**src/rtl/reorder_buffer.sv**
```systemverilog
// In-order retirement queue: dispatch allocates at the tail, the CDB completes
// entries, and the head retires in program order. Also serves operand lookups.
module reorder_buffer #(
   parameter int DEPTH = 32,
   parameter int IDX_W = 5
) (
   input  logic             clk,
   input  logic             rst_n,
   input  logic             flush,
   input  logic             alloc_valid,
   input  logic [2:0]       alloc_op_type,
   input  logic [4:0]       alloc_rd_addr,
   input  logic             alloc_regf_we,
   output logic             alloc_ready,
   output logic [IDX_W-1:0] alloc_rob_idx,
   input  logic             cdb_valid,
   input  logic [IDX_W-1:0] cdb_rob_idx,
   input  logic [31:0]      cdb_data,
   input  logic [IDX_W-1:0] rs1_rob_idx,
   output logic             rs1_rob_ready,
   output logic [31:0]      rs1_rob_data,
   input  logic [IDX_W-1:0] rs2_rob_idx,
   output logic             rs2_rob_ready,
   output logic [31:0]      rs2_rob_data,
   output logic             commit_valid,
   input  logic             commit_ready,
   output logic [IDX_W-1:0] commit_rob_idx,
   output logic [4:0]       commit_rd_addr,
   output logic [31:0]      commit_rd_data,
   output logic             commit_regf_we,
   output logic [IDX_W:0]   count
);

   typedef enum logic [1:0] {
      ST_EMPTY,
      ST_WAIT,
      ST_DONE
   } status_t;

   typedef struct packed {
      logic        valid;
      status_t     status;
      logic [2:0]  op_type;
      logic [4:0]  rd_addr;
      logic [31:0] rd_data;
      logic        regf_we;
   } rob_entry_t;

   rob_entry_t       rob_q [DEPTH];
   logic [IDX_W:0]   head_q;
   logic [IDX_W:0]   tail_q;
   logic [IDX_W:0]   count_q;

   rob_entry_t       head_e;
   rob_entry_t       cdb_e;
   logic             empty;
   logic             full;
   logic             do_alloc;
   logic             do_commit;
   logic             cdb_hit;
   logic [2:0]       unused_op_type;

   // Wrap the index part at DEPTH and toggle the lap bit.
   function automatic logic [IDX_W:0] ptr_inc(input logic [IDX_W:0] p);
      logic [IDX_W:0] r;
      if (p[IDX_W-1:0] == IDX_W'(DEPTH - 1))
         r = {~p[IDX_W], {IDX_W{1'b0}}};
      else
         r = p + 1'b1;
      return r;
   endfunction

   function automatic logic [32:0] lookup(
      input rob_entry_t       e,
      input logic [IDX_W-1:0] idx
   );
      logic [32:0] r;
      r = '0;
      if (e.valid && e.status == ST_DONE)
         r = {1'b1, e.rd_data};
      else if (e.valid && e.status == ST_WAIT &&
               cdb_valid && cdb_rob_idx == idx)
         r = {1'b1, cdb_data};
      return r;
   endfunction

   assign head_e = rob_q[head_q[IDX_W-1:0]];
   assign cdb_e  = rob_q[cdb_rob_idx];

   assign empty = (head_q == tail_q);
   assign full  = (head_q[IDX_W-1:0] == tail_q[IDX_W-1:0]) &&
                  (head_q[IDX_W] != tail_q[IDX_W]);

   assign alloc_ready   = ~full;
   assign alloc_rob_idx = tail_q[IDX_W-1:0];
   assign count         = count_q;

   assign commit_valid   = ~empty & head_e.valid &
                           (head_e.status == ST_DONE);
   assign commit_rob_idx = head_q[IDX_W-1:0];
   assign commit_rd_addr = head_e.rd_addr;
   assign commit_rd_data = head_e.rd_data;
   assign commit_regf_we = head_e.regf_we;
   assign unused_op_type = head_e.op_type;

   assign do_alloc  = alloc_valid & ~full;
   assign do_commit = commit_valid & commit_ready;
   assign cdb_hit   = cdb_valid & cdb_e.valid & (cdb_e.status == ST_WAIT);

   always_comb begin
      {rs1_rob_ready, rs1_rob_data} = lookup(rob_q[rs1_rob_idx], rs1_rob_idx);
      {rs2_rob_ready, rs2_rob_data} = lookup(rob_q[rs2_rob_idx], rs2_rob_idx);
   end

   always_ff @(posedge clk or negedge rst_n) begin
      if (!rst_n) begin
         head_q  <= '0;
         tail_q  <= '0;
         count_q <= '0;
         for (int i = 0; i < DEPTH; i++) begin
            rob_q[i]        <= '0;
            rob_q[i].status <= ST_EMPTY;
         end
      end else if (flush) begin
         head_q  <= '0;
         tail_q  <= '0;
         count_q <= '0;
         for (int i = 0; i < DEPTH; i++) begin
            rob_q[i]        <= '0;
            rob_q[i].status <= ST_EMPTY;
         end
      end else begin
         if (do_commit) begin
            rob_q[head_q[IDX_W-1:0]].valid  <= 1'b0;
            rob_q[head_q[IDX_W-1:0]].status <= ST_EMPTY;
            head_q <= ptr_inc(head_q);
         end
         if (do_alloc) begin
            rob_q[tail_q[IDX_W-1:0]].valid   <= 1'b1;
            rob_q[tail_q[IDX_W-1:0]].status  <= ST_WAIT;
            rob_q[tail_q[IDX_W-1:0]].op_type <= alloc_op_type;
            rob_q[tail_q[IDX_W-1:0]].rd_addr <= alloc_rd_addr;
            rob_q[tail_q[IDX_W-1:0]].rd_data <= '0;
            rob_q[tail_q[IDX_W-1:0]].regf_we <= alloc_regf_we;
            tail_q <= ptr_inc(tail_q);
         end
         // Stale or flushed tags miss the ST_WAIT check and are dropped.
         if (cdb_hit) begin
            rob_q[cdb_rob_idx].rd_data <= cdb_data;
            rob_q[cdb_rob_idx].status  <= ST_DONE;
         end
         unique case ({do_alloc, do_commit})
            2'b10:   count_q <= count_q + 1'b1;
            2'b01:   count_q <= count_q - 1'b1;
            default: count_q <= count_q;
         endcase
      end
   end

endmodule

```
**config.mk**
```make
export PLATFORM = sky130hd
export DESIGN_NAME = reorder_buffer
export DESIGN_NICKNAME = d
export VERILOG_FILES = /design/src/rtl/reorder_buffer.sv
export SDC_FILE = /design/constraint.sdc
export NUM_CORES = 2
export LEC_CHECK = 0
export ABC_AREA = 0
export CORE_MARGIN = 2
export CORE_UTILIZATION = 30
export CTS_CLUSTER_DIAMETER = 40
export CTS_CLUSTER_SIZE = 10
export DETAILED_ROUTE_END_ITERATION = 12
export DONT_BUFFER_PORTS = 1
export MAX_ROUTING_LAYER = met4
export SLEW_MARGIN = 15
export SYNTH_ARGS = -nofsm -noshare
export SYNTH_HDL_FRONTEND = slang
export SYNTH_SLANG_ARGS = --single-unit
export TNS_END_PERCENT = 5
```
**constraint.sdc**
```tcl
create_clock -name clk -period 7.7 [get_ports clk]
set_clock_uncertainty 0.05 [all_clocks]
set_input_delay 1.54 -clock clk [delete_from_list [all_inputs] [get_ports clk]]
set_output_delay 1.54 -clock clk [all_outputs]
set_load 0.01 [all_outputs]
```
==> qor.json <==
{
  "status": "finished with violations",
  "failing_checks": "slew limit",
  "worst_hold_path_type": "flip-flop to flip-flop",
  "powerDensity_mw_per_mm2": 187,
  "yosysSeqAreaShare": 0.414,
  "power_w": 0.0168,
  "hpwl_um": 198000,
  "post_layout_nonfiller_instances": 9920,
  "final.min_clock_period_ns": 7.44,
  "async_flop_share": 1.00,
  "route.detailed.vias_per_inst": 6.94,
  "synth.top_cell.area_share": 0.414,
  "yosysWarningCount": 0,
  "synth-edff-count": 0,
  "place_inst": 9570,
  "final-max-slew-violation-count": 368,
  "core_area_mm2": 0.266,
  "setup_tns_ns": 0,
  "grt_first_pass_wirelength_um": 517000,
  "average_wire_per_cell_in_the_routed_design_um": 37.3,
  "die-height_um": 521,
  "leakage_nw": 35.1,
  "synth_area_mm2": 0.0803,
  "cts_repair_resize_count": 0,
  "synth-seq-cells": 1330,
  "timing_worst_slew_pin_value_ns": 2.75,
  "post_synth_num_cell_types": 79,
  "cts_root_buffer": "sky130_fd_sc_hd__clkbuf_16",
  "synthToLayoutAreaGrowth_pct": 11.6,
  "dr_total_vias": 68900,
  "worst_slew_margin_rel": -0.834,
  "achievable-frequency_mhz": 134,
  "place.port_buffers": 0,
  "rsz_0062_raised_after_global_routing": "false",
  "worst-endpoint-required_ns": 6.11,
  "grt-ovfl-total": 0,
  "syn-num-nets": 6749,
  "design.die.area_mm2": 0.272,
  "core.rowCount": 189,
  "clk-insertion-delay-late_ns": 0.85,
  "maximum_number_of_pins_on_one_net_before_global_route_repair": 324,
  "path_max_fanout": 281,
  "hold_buffers": 0,
  "worst_ep_arrival_time_ns": 5.85,
  "ant_nets": 0,
  "register_clock_pin_slew_on_the_reported_worst_setup_and_hold_paths_ns": 0.05,
  "grt_pass1_vias": 66900,
  "post-route-util": 0.337,
  "drt_pass1_iterations": 9,
  "globalplace.congestion": 0.932,
  "design.final.nets": 6313,
  "synth_ff_type": "sky130_fd_sc_hd__dfrtp_1",
  "cts.repair_timing.setup_buffer_count": 0,
  "syn_area_per_cell_um2": 12.0,
  "timing.final.hold_violations": 0,
  "synth.area.top_cells": "sky130_fd_sc_hd__dfrtp_1 (41%), sky130_fd_sc_hd__mux4_2 (29%), sky130_fd_sc_hd__nand3_1 (5.1%)",
  "worst_setup_path_start_kind": "input pin",
  "post_route_clock_period_utilization": 0.966,
  "timing.max_cap.violations": 0,
  "drt-initial-drc-count": 12100,
  "grt_overall_usage": 0.274,
  "worstSetupPathType": "input pin to output port",
  "ioPinCount": 184,
  "totalWireLength_um": 370000,
  "initial_standard_cell_utilization_of_the_core": 0.302,
  "clock-sinks": 1330,
  "die_w_um": 521,
  "clock_tree_from_tritoncts": "yes",
  "drive_above_1_share": 0.251,
  "setup_viol": 0,
  "yosys_top_cell_by_area": "sky130_fd_sc_hd__dfrtp_1",
  "setup.worst_path.end_class": "output port",
  "vdd.ir_drop.worst_v": 0.000163,
  "antenna_found_initial": 23,
  "total_drc_errors_in_the_routed_layout": 0,
  "cts-root-to-sink-buffers": 4,
  "htree_levels": 4,
  "num_cts_buffers": 192,
  "synth_cells": 6672
}
[critical path, cell delays in order]
cell,delay [ns]
sky130_fd_sc_hd__mux4_2,1.43
sky130_fd_sc_hd__mux4_2,0.52
sky130_fd_sc_hd__mux2i_1,0.72
sky130_fd_sc_hd__o21ai_0,0.33
[flip-flops by register name, indices dropped and copies added, names as in the netlist]
register and flops:
count 6, head_q 6, rob_q 1312, tail_q 6
[layout make-up]
class | count | area [um^2]
flip-flops and latches | 1330 | 33300
clock inverters | 71 | 946
multi-input cells | 4518 | 44000
diodes | 44 | 110
well taps | 3533 | 4420
inverters | 26 | 98.8
fillers | 26000 | 176000
clock buffers | 230 | 5180
repair buffers | 168 | 1540
[kinds of logic after synthesis]
family | count (synthesis) | synth area share
AOI/OAI and AO/OA | 1506 | 0.112
xor gates and xnor gates | 21 | 0.00229
adders and majority gates | 15 | 0.00243
buffers and inverters | 824 | 0.0444
DFF | 1330 | 0.414
muxes | 1342 | 0.328
and+or+nand+nor | 1634 | 0.0965
[worst paths after layout]
kind	slack (ns)	startpoint	depth (start not counted)	to
worst min register to register	0.47	rob_q[430]	2	rob_q[430]
worst max register to register	2.18	head_q[1]	14	count[5]
min in group asynchronous	0.56	rst_n	1	rob_q[256]
worst max-delay path	0.26	rs1_rob_idx[1]	4	rs1_rob_data[21]
max in group asynchronous	4.96	rst_n	3	rob_q[548]
worst min-delay path	0.47	rob_q[430]	2	rob_q[430]
[cells in the mapped netlist, types with 11 or more instances]
cell type / count
sky130_fd_sc_hd__dfrtp_1: 1330
sky130_fd_sc_hd__mux4_2: 1028
sky130_fd_sc_hd__nand3_1: 816
sky130_fd_sc_hd__o21ai_0: 815
sky130_fd_sc_hd__nand2_1: 488
sky130_fd_sc_hd__clkbuf_1: 487
sky130_fd_sc_hd__mux2i_1: 306
sky130_fd_sc_hd__buf_2: 168
sky130_fd_sc_hd__a21oi_1: 162
sky130_fd_sc_hd__a22oi_1: 159
sky130_fd_sc_hd__nor2_1: 153
sky130_fd_sc_hd__a22o_1: 152
sky130_fd_sc_hd__buf_1: 84
sky130_fd_sc_hd__nand4_1: 64
sky130_fd_sc_hd__buf_4: 42
sky130_fd_sc_hd__o21ai_1: 40
sky130_fd_sc_hd__o22ai_1: 39
sky130_fd_sc_hd__o41ai_1: 28
sky130_fd_sc_hd__inv_1: 26
sky130_fd_sc_hd__a31oi_1: 16
sky130_fd_sc_hd__a211oi_1: 15
sky130_fd_sc_hd__and3_1: 15
sky130_fd_sc_hd__ha_1: 14
sky130_fd_sc_hd__buf_6: 13
sky130_fd_sc_hd__and2_1: 12
sky130_fd_sc_hd__nor2b_1: 11
sky130_fd_sc_hd__nor3_1: 11
sky130_fd_sc_hd__nor4_1: 11
sky130_fd_sc_hd__xnor2_1: 11
[metrics by stage]
stage               area [um^2]  hold slack [ns]  setup slack [ns]
floorplan                 80300            0.431              2.07
global placement          83200            0.448             0.465
detailed placement        83200            0.458             0.767
CTS                       89400            0.465             0.765
global route              89600            0.486             0.351
finish                    89600            0.467             0.260
[power by group]
part	switching, W	internal, W	leakage [nW]
logic	0.000675	0.000242	13.5
registers	0.0000127	0.00700	18.6
clock network	0.00348	0.00534	2.99
[layout by cell type, fill, tap and decap left out, drive strengths merged, types with 10 or more instances in the layout]
| cell | count |
|---|---|
| nand2 | 489 |
| o22ai | 39 |
| xnor2 | 11 |
| and3 | 15 |
| o211ai | 11 |
| dfrtp | 1330 |
| clkinvlp | 10 |
| a22o | 152 |
| nand4 | 64 |
| a21oi | 162 |
| clkbuf | 230 |
| o41ai | 28 |
| nor4 | 15 |
| ha | 14 |
| buf | 168 |
| inv | 34 |
| xor2 | 10 |
| a22oi | 159 |
| nor2b | 11 |
| clkinv | 35 |
| nor3 | 12 |
| and2 | 12 |
| mux4 | 1029 |
| a211oi | 15 |
| diode | 44 |
| nor2 | 153 |
| mux2i | 306 |
| o21ai | 855 |
| a31oi | 16 |
| bufinv | 18 |
| nand3 | 816 |
| a21boi | 11 |
[layer usage]
metal,GRT usage,part of all wire
met1,0.322,0.34
met2,0.353,0.40
met3,0.159,0.19
met4,0.168,0.075
met5,-,0
Power figures use the tool's default switching activity.
